**src/rtl/add_mul_arbiter.sv**
```systemverilog
// add_mul_arbiter: round-robin shared 4-bit add/multiply unit with valid/ready request and held response ports
// Ports: clk_i, reset_i (sync, active-high)
//   req0/req1: valid_i, op_i (0 add, 1 mul), a_i[3:0], b_i[3:0] in; ready_o out (combinational grant)
//   rsp: valid_o, data_o[7:0], id_o out (registered), ready_i in; busy_o out (registered, not IDLE)
// Build option: ADDMUL_FAST_MUL_EN selects a single-cycle combinational multiply instead of 4-cycle shift-add
module add_mul_arbiter (
  input  logic       clk_i,
  input  logic       reset_i,
  input  logic       req0_valid_i,
  input  logic       req0_op_i,
  input  logic [3:0] req0_a_i,
  input  logic [3:0] req0_b_i,
  output logic       req0_ready_o,
  input  logic       req1_valid_i,
  input  logic       req1_op_i,
  input  logic [3:0] req1_a_i,
  input  logic [3:0] req1_b_i,
  output logic       req1_ready_o,
  output logic       rsp_valid_o,
  input  logic       rsp_ready_i,
  output logic [7:0] rsp_data_o,
  output logic       rsp_id_o,
  output logic       busy_o
);
  typedef enum logic [1:0] {IDLE, EXEC, RESP} state_t;
  state_t state, state_n;
  logic last, accept, gnt, done, op, id;
  logic [3:0] a, b;
  logic [7:0] res;
`ifndef ADDMUL_FAST_MUL_EN
  logic [7:0] acc;
  logic [1:0] cnt;
`endif
  assign accept = req0_ready_o | req1_ready_o;
  assign gnt = req1_ready_o;
`ifdef ADDMUL_FAST_MUL_EN
  assign done = 1'b1;
  assign res = op ? {4'b0, a} * {4'b0, b} : {3'b0, {1'b0, a} + {1'b0, b}};
`else
  // res doubles as the next partial product while multiplying
  assign done = !op || cnt == 2'd3;
  assign res = op ? acc + (b[cnt] ? {4'b0, a} << cnt : 8'd0) : {3'b0, {1'b0, a} + {1'b0, b}};
`endif
  always_ff @(posedge clk_i)
    state <= reset_i ? IDLE : state_n;
  always_comb
    state_n = state == IDLE ? (accept ? EXEC : IDLE) :
              state == EXEC ? (done ? RESP : EXEC) :
              (rsp_ready_i ? IDLE : RESP);
  // the requester that did not win last time takes a tie
  always_comb begin
    req0_ready_o = !reset_i && state == IDLE && req0_valid_i && (!req1_valid_i || last);
    req1_ready_o = !reset_i && state == IDLE && req1_valid_i && (!req0_valid_i || !last);
  end
  always_ff @(posedge clk_i) begin
    if (reset_i) begin
      last <= 1'b1;
      rsp_valid_o <= 1'b0;
      rsp_data_o <= 8'd0;
      rsp_id_o <= 1'b0;
      busy_o <= 1'b0;
    end else begin
      busy_o <= state_n != IDLE;
      rsp_valid_o <= state_n == RESP;
      if (accept) begin
        op <= gnt ? req1_op_i : req0_op_i;
        a <= gnt ? req1_a_i : req0_a_i;
        b <= gnt ? req1_b_i : req0_b_i;
        id <= gnt;
        last <= gnt;
`ifndef ADDMUL_FAST_MUL_EN
        acc <= 8'd0;
        cnt <= 2'd0;
`endif
      end
      if (state == EXEC) begin
`ifndef ADDMUL_FAST_MUL_EN
        acc <= res;
        cnt <= cnt + 2'd1;
`endif
        if (done) begin
          rsp_data_o <= res;
          rsp_id_o <= id;
        end
      end
    end
  end
endmodule

```
**config.mk**
```make
export PLATFORM = sky130hd
export DESIGN_NAME = add_mul_arbiter
export DESIGN_NICKNAME = d
export VERILOG_FILES = /design/src/rtl/add_mul_arbiter.sv
export SDC_FILE = /design/constraint.sdc
export NUM_CORES = 1
export LEC_CHECK = 0
export ABC_CLOCK_PERIOD_IN_PS = 5000
export CORE_ASPECT_RATIO = 1.1
export CORE_MARGIN = 2
export CORE_UTILIZATION = 45
export CTS_CLUSTER_DIAMETER = 50
export DETAILED_ROUTE_END_ITERATION = 12
export PLACE_DENSITY_LB_ADDON = 0.08
export REMOVE_ABC_BUFFERS = 1
export SYNTH_ARGS = -nofsm -noshare
export SYNTH_HDL_FRONTEND = slang
export SYNTH_SLANG_ARGS = --single-unit
```
**constraint.sdc**
```tcl
create_clock -name clk_i -period 5 [get_ports clk_i]
set_input_delay 0.75 -clock clk_i [delete_from_list [all_inputs] [get_ports clk_i]]
set_output_delay 0.75 -clock clk_i [all_outputs]
set_load 0.005 [all_outputs]
```
* Word-level counts from Yosys, hierarchy flattened
Index checks and enable logic that the tools add are counted.
Storage, ports and cells: input bits 23, flip-flop bits (word level) 34
Cells by class: multiplexer cells 16, shifts and indexed selects 1, equality and inequality tests 3, bitwise operators 2, reduce and logical (&&, ||, !) cells 19, order comparisons 1, add/sub/neg operators 3
Operators with widths (number):
- $mux 8 | 4
- $mux 2 | 6
- $add 8x8->8 | 1
- $mux 4 | 2
- $shl 4x2->8 | 1
- $reduce_and 2->1 | 3
- $add 4x4->5 | 1
- $logic_and 1x1->1 | 5
- $logic_not 1->1 | 5
- $eq 2x2->1 const B | 2
- $reduce_bool 2->1 | 2
- $logic_or 1x1->1 | 3
- $lt 2x3->1 const B | 1
- $mux 1 | 3
- $add 2x1->2 const B | 1
- $bmux 1 s2 | 1
- $eq 2x1->1 const B | 1
- $logic_not 2->1 | 1
- $not 1->1 | 1
- $or 1x1->1 | 1

* Depth between registers and ports, before layout
depth in word-level cells 8, depth in mapped cells 11, mapped depth without buffers 10

* Least setup slack after synthesis
Ideal clock, no wire load.
path type reg2reg, start point reg cnt[1], end point reg rsp_data_o[6], buffers on the path 1, setup slack 2.237 ns, library setup time 0.084 ns, data arrival time 2.679 ns, period minus slack after synthesis 2.763 ns, cell stages (with the launch flop) 10, path through edfxtp_1 > clkbuf_1 > mux4_2 > and2_1 > ha_1 > nor2b_4 > o31ai_4 > or4b_1 > o311a_2 > o31ai_2
Between the ends: longest elaborated chain between the ends 5
Ends and longest elaborated chain:
- from (decl) | RTL line 32 | logic [1:0] cnt;
- from (signal assigned) | RTL line 79 | cnt <= cnt + 2'd1;
- $bmux 1 s2 | RTL line 42 | assign res = op ? acc + (b[cnt] ? {4'b0, a} << cnt : 8'd0) : {3'b0, {1'b0, a} + {1'b0, b}};
- $mux 1 (implied by the code) | RTL line 42
- $mux 8 | RTL line 42
- $add 8x8->8 | RTL line 42
- $mux 8 | RTL line 42
- to (signal assigned) | RTL line 82 | rsp_data_o <= res;
- to (decl) | RTL line 21 | output logic [7:0] rsp_data_o,
Several ways; a longest one is shown, not always the timed one. The select of a mux whose other input is x is not followed. A chain may end at the register's enable or synchronous reset.

* Worst setup path after layout
start point in reset_i, end point out req1_ready_o
Between the ends: longest elaborated chain between the ends 4
Ends and longest elaborated chain:
- from (decl) | RTL line 8 | input logic reset_i,
- $logic_not 1->1 | RTL line 53 | req1_ready_o = !reset_i && state == IDLE && req1_valid_i && (!req0_valid_i || !last);
- $logic_and 1x1->1 (3 in a row) | RTL line 53
- to (decl) | RTL line 18 | output logic req1_ready_o,
Every way passes these cells.

==> reports/results.tsv <==
metric	value	unit
status	complete, no violations	
avgViaCountPerCell	5.184	
clockRootBuffer	clkbuf_8	
hpwl	3009	um
synthCells	214	
netlist_area	2022	um2
core	4317	um2
worstHoldStart	rsp_id_o	
finalNonFillerCells	304	
drc	0	
dr.pass1.iters	4	
gr-usage-all-layers	18.03	%
die_h	74.30	um
overflow	0	
place.gp.congestion	0.8390	
synth-simple-area-share	23.21	%
drtIter0Drc	41	
power_density	277.8	nW/um2
finalSetupTns	0	ns
cp_top_family	buffers and inverters	
wirelength	3946	um
initial_utilization	46.84	%
rr_startpoint	cnt[1]	
synthToLayoutAreaGrowth	24.07	%
cp-end-kind	primary output	
fillers	399	
whs	0.4569	ns
grt_pass1_wl	6575	um
cts.clk_slew.worst_paths	0.07	ns
final_core_util	58.12	%
row_count	25	
antennaDiodeCount	0	
path_cells	clkdlybuf4s50_1 > buf_4 > nor3_1 > nand3_1 > inv_2 > clkdlybuf4s50_1	
vias	1576	
muxShareOfSynthArea	3.651	%
cp_num_buf_inv	4	
clock_latency	0.29	ns
h-tree-depth	2	
crit_slowest_cell	clkdlybuf4s50_1	
fin_skew	0.004346	ns
ys_warn_count	0	
fmax	0.2844	GHz
synth_ff_type	edfxtp_1	
cts.sinks	34	
synth_seq_cells	34	
seq_area_frac_synth	43.56	%
tritoncts	yes	
worst_slack	1.484	ns
hold_violations	0	
synth_top_family_by_area	simple AND/OR/NAND/NOR gates	
place_ws	1.452	ns
wl_per_cell	12.98	um
grt_max_degree	19	
cts_resized	0	
start_kind	input port	
yosysTopAreaCellShare	29.70	%
io_pins	36	
fin_crit_sh	70.33	%
synth_cell_type_count	47	
drv_cap	0	
vdd_drop_max	0.0001348	V
setup_viol	0	
cpMostUsedCell	clkdlybuf4s50_1	
synthAdderAreaFrac	9.406	%
rsz0062_at_grt	no	
path_class	in -> out	
nets	286	
p_leak	1.019	nW
slowest_delay	0.54	ns
post-cts-setup-buffers	0	
die_w	67.91	um
synth_top_cell_by_area	edfxtp_1	
synth_xor_xnor_area_share	2.166	%
synth_compound_area_share	14.11	%
layout_min_cycle_time	3.516	ns
cp.arrival	2.77	ns
clockBufferDepth	2	
synth_area_leaders	edfxtp_1, dfxtp_1, nand2_1, ha_1, nor2_1	
synth-edff-count	20	
tightest_slew	1.063	ns
relSlewSlack	29.13	%
numPortBuffers	35	
drive_above_1_share	8.400	%
worstSetupStartpoint	reset_i	
cp_data_required_time	4.25	ns
grt_pass1_vias	1507	
numCtsBuffers	5	
place_inst	296	
async_flop_share	0	%
die_area	5046	um2
cp_max_fo	18	
hp-class	reg -> reg	
antenna_found_initial	0	
cts_hold_buffers	0	
avgSynthCellArea	9.448	um2
drv_slew	0	
drtAntennaViolNets	0	
registers in the layout, indices dropped and copies added, names as in the netlist, 2 cells and up:
| name | cells |
|---|---|
| acc | 8 |
| cnt | 2 |
| a | 4 |
| b | 4 |
| rsp_data_o | 8 |
| state | 2 |
logic make-up after synthesis:
family | count (synthesis)
AOI/OAI and AO/OA | 39
xor gates and xnor gates | 5
adders and majority gates | 14
buffers and inverters | 20
DFF | 34
muxes | 6
and+or+nand+nor | 96
per-stage QoR:
step | power (W) | area, um2
final | 0.0006970 | 2509
after global routing | 0.0007380 | 2509
after CTS | 0.0007066 | 2509
after detailed placement | 0.0004938 | 2414
after global placement | 0.0004922 | 2414
after floorplan | 0.0004371 | 1988
Yosys cell counts, types with 3 or more instances:
cell and number:
nand2b_1 5, nor2_1 15, nand2_1 42, mux2i_1 4, nor3_1 6, clkbuf_1 5, a21oi_1 9, nor2b_1 5
dfxtp_1 14, nand3_1 5, a21o_1 4, and2_1 4, edfxtp_1 20, ha_1 12, inv_1 11, o21ai_0 6
xnor2_1 4, nand3b_1 4, a211oi_1 5, buf_2 3
cell usage in the layout (no fill, tap or decap), types with 5 or more instances in the layout:
cell type / n
a211oi_1: 5
a21oi_1: 9
clkbuf_8: 6
clkdlybuf4s50_1: 35
dfxtp_1: 14
edfxtp_1: 20
ha_1: 12
inv_1: 11
nand2_1: 42
nand2b_1: 5
nand3_1: 5
nor2_1: 15
nor2b_1: 5
nor3_1: 6
o21ai_0: 6
path summary, 6_finish.rpt:
kind	end	slack [ns]	cells after the start
min	rsp_id_o	0.46	2
max	req1_ready_o	1.48	6
max reg2reg	rsp_data_o[6]	2.10	8
min reg2reg	rsp_id_o	0.46	2
layer usage:
layer,routed length [um],vias to the layer above,GRT usage [%]
met3,170,10,4.992
li1,-,822,-
met5,0,-,0
met1,1825,707,21.82
met2,1815,37,28.65
met4,134,0,10.67
power by group:
| group | switching, W | internal [W] |
|---|---|---|
| combinational | 0.0000749 | 0.0000776 |
| sequential | 0.0000163 | 0.000319 |
| clock | 0.0000989 | 0.000111 |
| total | 0.000190 | 0.000507 |
tightest hold or removal path: cells and delay by family, from the launching register on:
kind,cells,cell delay (ns)
and+or+nand+nor,1,0.05
AOI/OAI and AO/OA,1,0.05
DFF,1,0.31
layout make-up:
cell class	instances	area, um2	area share, %
tap	54	67.56	2.693
inverter	12	45.04	1.796
sequential	34	880.8	35.11
timing repair buffer	36	357.8	14.26
clock buffer	6	82.58	3.292
clock inverter	2	12.51	0.4988
multi-input combinational	160	1062	42.34
Note: power is estimated with default switching activity, not from simulation.
